**src/rtl/ram_arbiter.sv**
```systemverilog
`default_nettype none

// Word widths normally come from the project-wide defines.vh. The defaults
// below apply only when that file has not already defined them.
`ifndef DATA_W
`define DATA_W 32
`endif
`ifndef DATA_ADDR_W
`define DATA_ADDR_W 32
`endif

// ============================================================================
// Module      : ram_arbiter
// Description : Shares one RAM port between N_PORTS caches. A single
//               requester is chosen per 16-word line transfer using
//               round-robin priority. The module then sequences the burst
//               (a read refill or a write-back) on the RAM bus. It forwards
//               each beat's data between the RAM and the granted cache.
// Optional    : RAM_ARB_ATOMIC_LOCK_EN - lets an atomic requester keep the
//               RAM across bursts. The lock is released by the owner's next
//               non-atomic request, or after LOCK_MAX idle cycles without an
//               owner request.
// Ports       : clk, rst               clock, synchronous active-high reset
//               req_read/req_write     per-port line read / write request
//               req_atomic             per-port atomic flag (sampled at grant)
//               req_addr, req_data_w   per-port line address / write word
//               permit                 one-hot grant
//               beat                   current beat index
//               beat_ack, done         per-port beat / burst completion pulses
//               data_r                 registered read word
//               ram_*                  RAM-side address, strobes, data, stall
//               atomic_o               atomic lock held
// Revision    : 1.0  initial release
// ============================================================================
module ram_arbiter #(
    parameter int N_PORTS  = 2,
    parameter int PTR_W    = 1,
    parameter int LOCK_MAX = 64
) (
    input  logic                             clk,
    input  logic                             rst,
    input  logic [N_PORTS-1:0]               req_read,
    input  logic [N_PORTS-1:0]               req_write,
    input  logic [N_PORTS-1:0]               req_atomic,
    input  logic [N_PORTS*`DATA_ADDR_W-1:0]  req_addr,
    input  logic [N_PORTS*`DATA_W-1:0]       req_data_w,
    output logic [N_PORTS-1:0]               permit,
    output logic [3:0]                       beat,
    output logic [N_PORTS-1:0]               beat_ack,
    output logic [N_PORTS-1:0]               done,
    output logic [`DATA_W-1:0]               data_r,
    output logic [`DATA_ADDR_W-1:0]          ram_addr,
    output logic                             ram_read,
    output logic                             ram_write,
    output logic [`DATA_W-1:0]               ram_data_w,
    input  logic                             ram_wait,
    input  logic [`DATA_W-1:0]               ram_data_r,
    output logic                             atomic_o
);

    localparam int AW = `DATA_ADDR_W;
    localparam int DW = `DATA_W;
    localparam int LW = AW - 4;

    typedef enum logic [1:0] {
        S_IDLE  = 2'd0,
        S_BURST = 2'd1,
        S_DONE  = 2'd2
    } state_t;

    state_t               r_state;
    state_t               w_state_nxt;
    logic [PTR_W-1:0]     r_rr_ptr;
    logic [PTR_W-1:0]     r_owner;
    logic [LW-1:0]        r_line;
    logic                 r_dir;          // 1 = write-back, 0 = refill
    logic [PTR_W-1:0]     w_win;
    logic [LW-1:0]        w_win_line;
    logic                 w_win_write;
    logic                 w_any;
    logic                 w_lock;
    logic [N_PORTS-1:0]   w_elig;
    logic [N_PORTS-1:0]   w_own_mask;
    logic [DW-1:0]        w_own_data;
    logic                 w_unused;

    // ------------------------------------------------------------------
    // Arbitration and per-port muxing
    // ------------------------------------------------------------------
    always_comb begin
        w_own_mask = N_PORTS'(1) << r_owner;
        w_elig     = req_read | req_write;
        if (w_lock) begin
            w_elig = w_elig & w_own_mask;
        end
        w_any = |w_elig;

        // Pass 1 selects the lowest eligible port (the wrap-around case).
        // Pass 2 then overrides it with the lowest eligible port at or after
        // rr_ptr, if there is one.
        w_win = '0;
        for (int j = N_PORTS - 1; j >= 0; j--) begin
            if (w_elig[j]) begin
                w_win = PTR_W'(j);
            end
        end
        for (int j = N_PORTS - 1; j >= 0; j--) begin
            if (w_elig[j] && (PTR_W'(j) >= r_rr_ptr)) begin
                w_win = PTR_W'(j);
            end
        end

        w_win_line  = '0;
        w_win_write = 1'b0;
        w_own_data  = '0;
        for (int j = 0; j < N_PORTS; j++) begin
            if (w_win == PTR_W'(j)) begin
                w_win_line  = req_addr[j*AW+4 +: LW];
                w_win_write = req_write[j];
            end
            if (r_owner == PTR_W'(j)) begin
                w_own_data = req_data_w[j*DW +: DW];
            end
        end
    end

    // Consumes inputs that are intentionally ignored: the word offset
    // within the line, and the atomic controls when locking is absent.
    always_comb begin
        w_unused = 1'b0;
        for (int j = 0; j < N_PORTS; j++) begin
            w_unused = w_unused ^ (^req_addr[j*AW +: 4]);
        end
`ifndef RAM_ARB_ATOMIC_LOCK_EN
        w_unused = w_unused ^ (^req_atomic) ^ (LOCK_MAX == 0);
`endif
    end

    // ------------------------------------------------------------------
    // FSM: state register
    // ------------------------------------------------------------------
    always_ff @(posedge clk) begin
        if (rst) begin
            r_state <= S_IDLE;
        end else begin
            r_state <= w_state_nxt;
        end
    end

    // ------------------------------------------------------------------
    // FSM: next state and RAM-side outputs
    // ------------------------------------------------------------------
    always_comb begin
        w_state_nxt = r_state;
        ram_read    = 1'b0;
        ram_write   = 1'b0;
        ram_addr    = '0;
        ram_data_w  = '0;
        case (r_state)
            S_IDLE: begin
                if (w_any) begin
                    w_state_nxt = S_BURST;
                end
            end
            S_BURST: begin
                ram_read   = ~r_dir;
                ram_write  = r_dir;
                ram_addr   = {r_line, beat};
                ram_data_w = w_own_data;
                if (!ram_wait && (beat == 4'hF)) begin
                    w_state_nxt = S_DONE;
                end
            end
            S_DONE: begin
                w_state_nxt = S_IDLE;
            end
            default: begin
                w_state_nxt = S_IDLE;
            end
        endcase
    end

    // ------------------------------------------------------------------
    // Grant, beat sequencing and round-robin pointer
    // ------------------------------------------------------------------
    always_ff @(posedge clk) begin
        if (rst) begin
            permit   <= '0;
            beat     <= 4'd0;
            beat_ack <= '0;
            done     <= '0;
            data_r   <= '0;
            r_line   <= '0;
            r_dir    <= 1'b0;
            r_owner  <= '0;
            r_rr_ptr <= '0;
        end else begin
            beat_ack <= '0;
            done     <= '0;
            case (r_state)
                S_IDLE: begin
                    if (w_any) begin
                        permit  <= N_PORTS'(1) << w_win;
                        r_owner <= w_win;
                        r_line  <= w_win_line;
                        r_dir   <= w_win_write;
                        beat    <= 4'd0;
                    end
                end
                S_BURST: begin
                    if (!ram_wait) begin
                        beat_ack <= w_own_mask;
                        data_r   <= ram_data_r;
                        beat     <= beat + 4'd1;
                        if (beat == 4'hF) begin
                            permit <= '0;
                            done   <= w_own_mask;
                        end
                    end
                end
                S_DONE: begin
                    // A held lock pins priority on the owner.
                    if (!w_lock) begin
                        r_rr_ptr <= (r_owner == PTR_W'(N_PORTS - 1)) ?
                                    '0 : r_owner + PTR_W'(1);
                    end
                end
                default: begin
                end
            endcase
        end
    end

`ifdef RAM_ARB_ATOMIC_LOCK_EN
    // ------------------------------------------------------------------
    // Atomic lock
    // ------------------------------------------------------------------
    localparam int CW = $clog2(LOCK_MAX + 1);

    logic          r_lock;
    logic [CW-1:0] r_idle_cnt;
    logic          w_win_atomic;

    always_comb begin
        w_win_atomic = 1'b0;
        for (int j = 0; j < N_PORTS; j++) begin
            if (w_win == PTR_W'(j)) begin
                w_win_atomic = req_atomic[j];
            end
        end
    end

    // Every grant re-samples the atomic flag. The owner therefore releases
    // the lock simply by making a non-atomic request.
    always_ff @(posedge clk) begin
        if (rst) begin
            r_lock     <= 1'b0;
            atomic_o   <= 1'b0;
            r_idle_cnt <= '0;
        end else if (r_state == S_IDLE) begin
            if (w_any) begin
                r_lock     <= w_win_atomic;
                atomic_o   <= w_win_atomic;
                r_idle_cnt <= '0;
            end else if (r_lock) begin
                if (r_idle_cnt == CW'(LOCK_MAX - 1)) begin
                    r_lock     <= 1'b0;
                    atomic_o   <= 1'b0;
                    r_idle_cnt <= '0;
                end else begin
                    r_idle_cnt <= r_idle_cnt + CW'(1);
                end
            end
        end
    end

    assign w_lock = r_lock;
`else
    assign w_lock   = 1'b0;
    assign atomic_o = 1'b0;
`endif

endmodule

`default_nettype wire

```
**config.mk**
```make
export PLATFORM = sky130hd
export DESIGN_NAME = ram_arbiter
export DESIGN_NICKNAME = d
export VERILOG_FILES = /design/src/rtl/ram_arbiter.sv
export SDC_FILE = /design/constraint.sdc
export NUM_CORES = 1
export LEC_CHECK = 0
export CAP_MARGIN = 25
export CORE_AREA = 2 2 109 111
export DETAILED_ROUTE_END_ITERATION = 8
export DIE_AREA = 0 0 111 113
export MAX_ROUTING_LAYER = met4
export PLACE_DENSITY = 0.8
export SYNTH_ARGS = -nofsm -noshare
export SYNTH_HDL_FRONTEND = slang
export SYNTH_SLANG_ARGS = --single-unit
```
**constraint.sdc**
```tcl
create_clock -name clk -period 3 [get_ports clk]
set_input_delay 0.6 -clock clk [delete_from_list [all_inputs] [get_ports clk]]
set_output_delay 0.6 -clock clk [all_outputs]
set_load 0.05 [all_outputs]
```
=== After elaboration in Yosys (flattened, before gate mapping) ===
Index checks and enable logic that the tools add are counted.
Widths: inputs -> output; s select.

* Flip-flop bits (word level): 75
* Input port bits: 169
* Output and inout port bits: 109
* Logic and storage cells: 64

* $add $sub $neg: 2
* $lt $le $gt $ge: 2
* Equal/unequal tests: 7
* Shift-type cells: 2
* Multiplexer cells: 22
* Bitwise operators: 5
* Reduce and logical (&&, ||, !) cells: 14

{| class="wikitable"
|+ Operator list
! cell !! number
|-
| $mux 32 || 3
|-
| $mux 28 || 1
|-
| $mux 2 || 5
|-
| $mux 1 || 8
|-
| $mux 4 || 2
|-
| $ne 2x2->1 const B || 4
|-
| $pmux 2 s2 || 2
|-
| $pmux 4 s2 || 1
|-
| $reduce_and 2->1 || 3
|-
| $add 4x1->4 const B || 1
|-
| $eq 4x4->1 const B || 1
|-
| $not 1->1 || 4
|-
| $reduce_and 4->1 || 1
|-
| $reduce_or 4->1 || 1
|-
| $shl 1x1->2 const A || 2
|-
| $logic_and 1x1->1 || 3
|-
| $reduce_and 3->1 || 1
|-
| $reduce_or 3->1 || 1
|-
| $eq 2x1->1 const B || 1
|-
| $eq 2x2->1 const B || 1
|-
| $ge 1x1->1 const A || 2
|-
| $logic_not 2->1 || 1
|-
| $or 2x2->2 || 1
|-
| $reduce_bool 2->1 || 1
|-
| 3 further kinds || 3
|}

=== Depth between registers and ports, before layout ===
* Word-level depth: 8
* Mapped depth: 7
* Gate-level depth less buffers: 4

=== Worst setup path after synthesis ===
Ideal clock, no wire load.

* Path type: register to output
* Start point: reg r_state[1]
* End point: out ram_data_w[10]
* Data arrival time: 1.598 ns
* Required time: 2.400 ns
* Slack: 0.802 ns
* Cell stages (with the launch flop): 6
* Buffers on the path: 3
* Path through: dfxtp_1 buf_2 nand2b_1 clkbuf_1 clkbuf_1 nor2_1

* Word-level cells in the longest chain between the ends: 2

{| class="wikitable"
|+ RTL lines
! what !! RTL line !! source
|-
| from (decl) || 71 || <nowiki>state_t r_state;</nowiki>
|-
| from (signal assigned) || 146 || <nowiki>r_state <= w_state_nxt;</nowiki>
|-
| $eq 2x1->1 || 159 || <nowiki>case (r_state)</nowiki>
|-
| $mux 32 || 159 ||
|-
| to (decl) || 55 || <nowiki>output logic [`DATA_W-1:0] ram_data_w,</nowiki>
|}

No other way between the ends.

=== Worst setup path in the final report ===
* Start point: reg r_state[0]
* End point: out ram_addr[10]

* Word-level cells in the longest chain between the ends: 2

{| class="wikitable"
|+ RTL lines
! what !! RTL line !! source
|-
| $eq 2x1->1 || 159 ||
|-
| $mux 32 || 159 ||
|-
| to (decl) || 52 || <nowiki>output logic [`DATA_ADDR_W-1:0] ram_addr,</nowiki>
|}

No other way between the ends.

==> impl_results.md <==
* Port bufs at 266
* Post-Place Cells at 858
* TritonRoute pass-1 iters at 4
* Post-synthesis async set-or-reset flop share at 0%
* Clk_lat worst skew at 0.32 ns
* Postcts setup bufs at 0
* DRC Markers at 0
* Io pins at 278
* Mean Syn Cell Area at about 8 um^2
* Crit Path Max Fanout at 19
* Seq cells post-synth at 75
* RSZ-0062 raised after global routing: no
* Initial antenna violation count at 0
* Final net count at 896
* Hold Crit Class: reg -> reg
* CTS tree: yes
* Via-per-instance ratio at 5.14
* Worst endpoint required time at 2.40 ns
* Grt ovf at 0
* Worst path arrival time at 2.29 ns
* First-pass GRT wire length at roughly 22000 um
* CP Capture Type: output port
* Critical path class: reg -> out
* Final setup viols at 0
* FMAX at 346 MHz
* First DRT Iteration DRCs at 245
* Synth Net Count at 658
* Crit-path leading delay family: buffers and inverters
* Final period util at 96.5%
* Core region area at ~0.011 mm^2
* Post-synth EDFFs at 0
* Mapped cell area at 0.00396 mm^2
* Yosys warns at 0
* Crit-path max cell delay at between 0.8 and 0.9 ns
* Die height at roughly 110 um
* Maximum clock path buffer count at 2
* Final ANT Viol Nets at 0
* Clk slew on worst S/H paths at 0.06 ns
* Yosys cell types at 39
* GP Congestion at about 0.88
* Total wire length at approximately 14000 um
* Post-cts sizing count at 0
* WL/cell at 15.9 um
* DR vias at 4495
* Power Density at 467 mW/mm^2
* Post-CTS Hold Buffers at 0
* Synth top area share at 37.9%
* Area contributors post-synth: dfxtp_1 (38%), mux2i_1 (8.6%), a21oi_1 (8.2%)
* Proportion of layout cells with a drive suffix above 1 at 14.0%
* Leading area contributor after synthesis: dfxtp_1
* Die Wd at around 110 um
* Final setup skew at 0.00611 ns
* Leak at 2.54 nW
* Slew HR at a little under three fifths
* Crit path cell chain: nor2b_2 > buf_4 > and2_1 > clkdlybuf4s50_1
* Cells after synthesis at 488
* Worst Max-Slew Pin Slew at 0.643 ns
* Final cell count without fillers at 874
* Hold_ws at 0.454 ns
* Number of max-cap violations at 0
* Die ar. at 0.0125 mm^2
* H-tree depth at 3
* Area Overhead vs Synth at 75.2%
* GRT Total Usage at 21.9%
* Final setup TNS at 0 ns
* HPWL Detailed at 10400 um
* Most common cell in the netlist: dfxtp_1
* Post-synthesis sequential area ratio at 37.9%
* Largest net degree at the start of global routing at 60
* Minimum clock period at 2.89 ns
* Clk sinks at 75
* Status: finished, final reports clean
* Worst setup SP type: register
* # rows at 39
* Total power at 3.24 mW
* Synth Flop Type: dfxtp_1
* Vias in the first global route at 4380
* Final Hold Viols at 0
* Commonest cells post-synth: dfxtp_1 (75), nand2_1 (67), a21oi_1 (65)
* Initial Utilization at 35.1%
* Worst path slowest cell: clkdlybuf4s50_1
* Peak VDD IR at 0.298 mV
* Buffer and inverter count on the worst path at 2
* Final Max Tran Viols at 0
* Diodes inserted at 0
* Root Buffer: clkbuf_16
* Num CTS Buffers at 9
## per-stage QoR
| step | setup slack (ns) | utilization [%] | cell area (um^2) |
|---|---|---|---|
| floorplan | 0.802 | - | 3960 |
| finish | 0.106 | 61.5 | 6940 |
| CTS | 0.109 | 61.5 | 6940 |
| global placement | 0.504 | 58.4 | 6590 |
| global route | 0.0277 | 61.5 | 6940 |
| detailed placement | 0.468 | 58.4 | 6590 |
## report_power, final
| group | internal, mW | switching (mW) | total, mW |
|---|---|---|---|
| combinational | 0.395 | 0.498 | 0.893 |
| sequential | 1.05 | 0.0348 | 1.09 |
| clock | 0.820 | 0.435 | 1.26 |
## cell families (layout without fill, tap and decap cells)
family / after synthesis / count (layout) / share of synthesized area (%)
AND/OR/NAND/NOR: 185 / 185 / 24.2
adder cells (fa/ha/maj): 1 / 1 / 0.316
AO/OA/AOI/OAI: 138 / 138 / 22.7
multiplexers: 34 / 34 / 8.59
other: 1 / 1 / 0.0947
buffers and inverters: 54 / 297 / 6.13
flip-flops: 75 / 75 / 37.9
## final cells by class
type,count,area (um^2)
well taps,143,179
flip-flops and latches,75,1500
fillers,957,4330
repair buffers,279,2670
clock buffers,9,225
clock inverters,7,125
inverters,2,7.51
multi-input cells,359,2230
## metal layers
layer  wire [um]  vias to the layer above  part of all wire (%)  track usage (%)
met2        6780                      171                    49             36.2
met3         736                       22                   5.3             4.02
met5           0                        -                     0                -
met1        6160                     2111                    44             27.6
met4         236                        0                   1.7             6.58
li1            -                     2191                     -                -
## cells in the final DEF (no fill, tap or decap), drive strengths merged, types with 3 or more instances in the layout
cell type / Yosys / layout
clkdlybuf4s50: 0 / 214
dfxtp: 75 / 75
nand2: 67 / 67
a21oi: 65 / 65
buf: 20 / 65
nor2: 39 / 39
mux2i: 34 / 34
and2: 33 / 33
o21ai: 31 / 31
nand3b: 30 / 30
a311oi: 29 / 29
clkbuf: 32 / 9
o211ai: 3 / 3
clkinv: 0 / 3
bufinv: 0 / 3
inv: 2 / 3
## tightest hold or removal path, cell delays in order, from the launching register on
cell	delay, ns
dfxtp_1	0.31
nand2_1	0.05
a21oi_1	0.05
## path summary, 6_finish.rpt
path | from | end | slack, ns | depth (start not counted)
hold reg to reg | data_r[17] | data_r[17] | 0.45 | 2
setup / recovery | r_state[0] | ram_addr[10] | 0.11 | 4
hold / removal | data_r[17] | data_r[17] | 0.45 | 2
setup reg to reg | r_state[1] | r_line[2] | 1.21 | 4
## state kept, by name, indices dropped and copies added (netlist names), 2 cells and up
name / cells
data_r: 32
r_line: 28
r_state: 2
permit: 2
done: 2
beat_ack: 2
beat: 4
(Power assumes the default switching activity.)
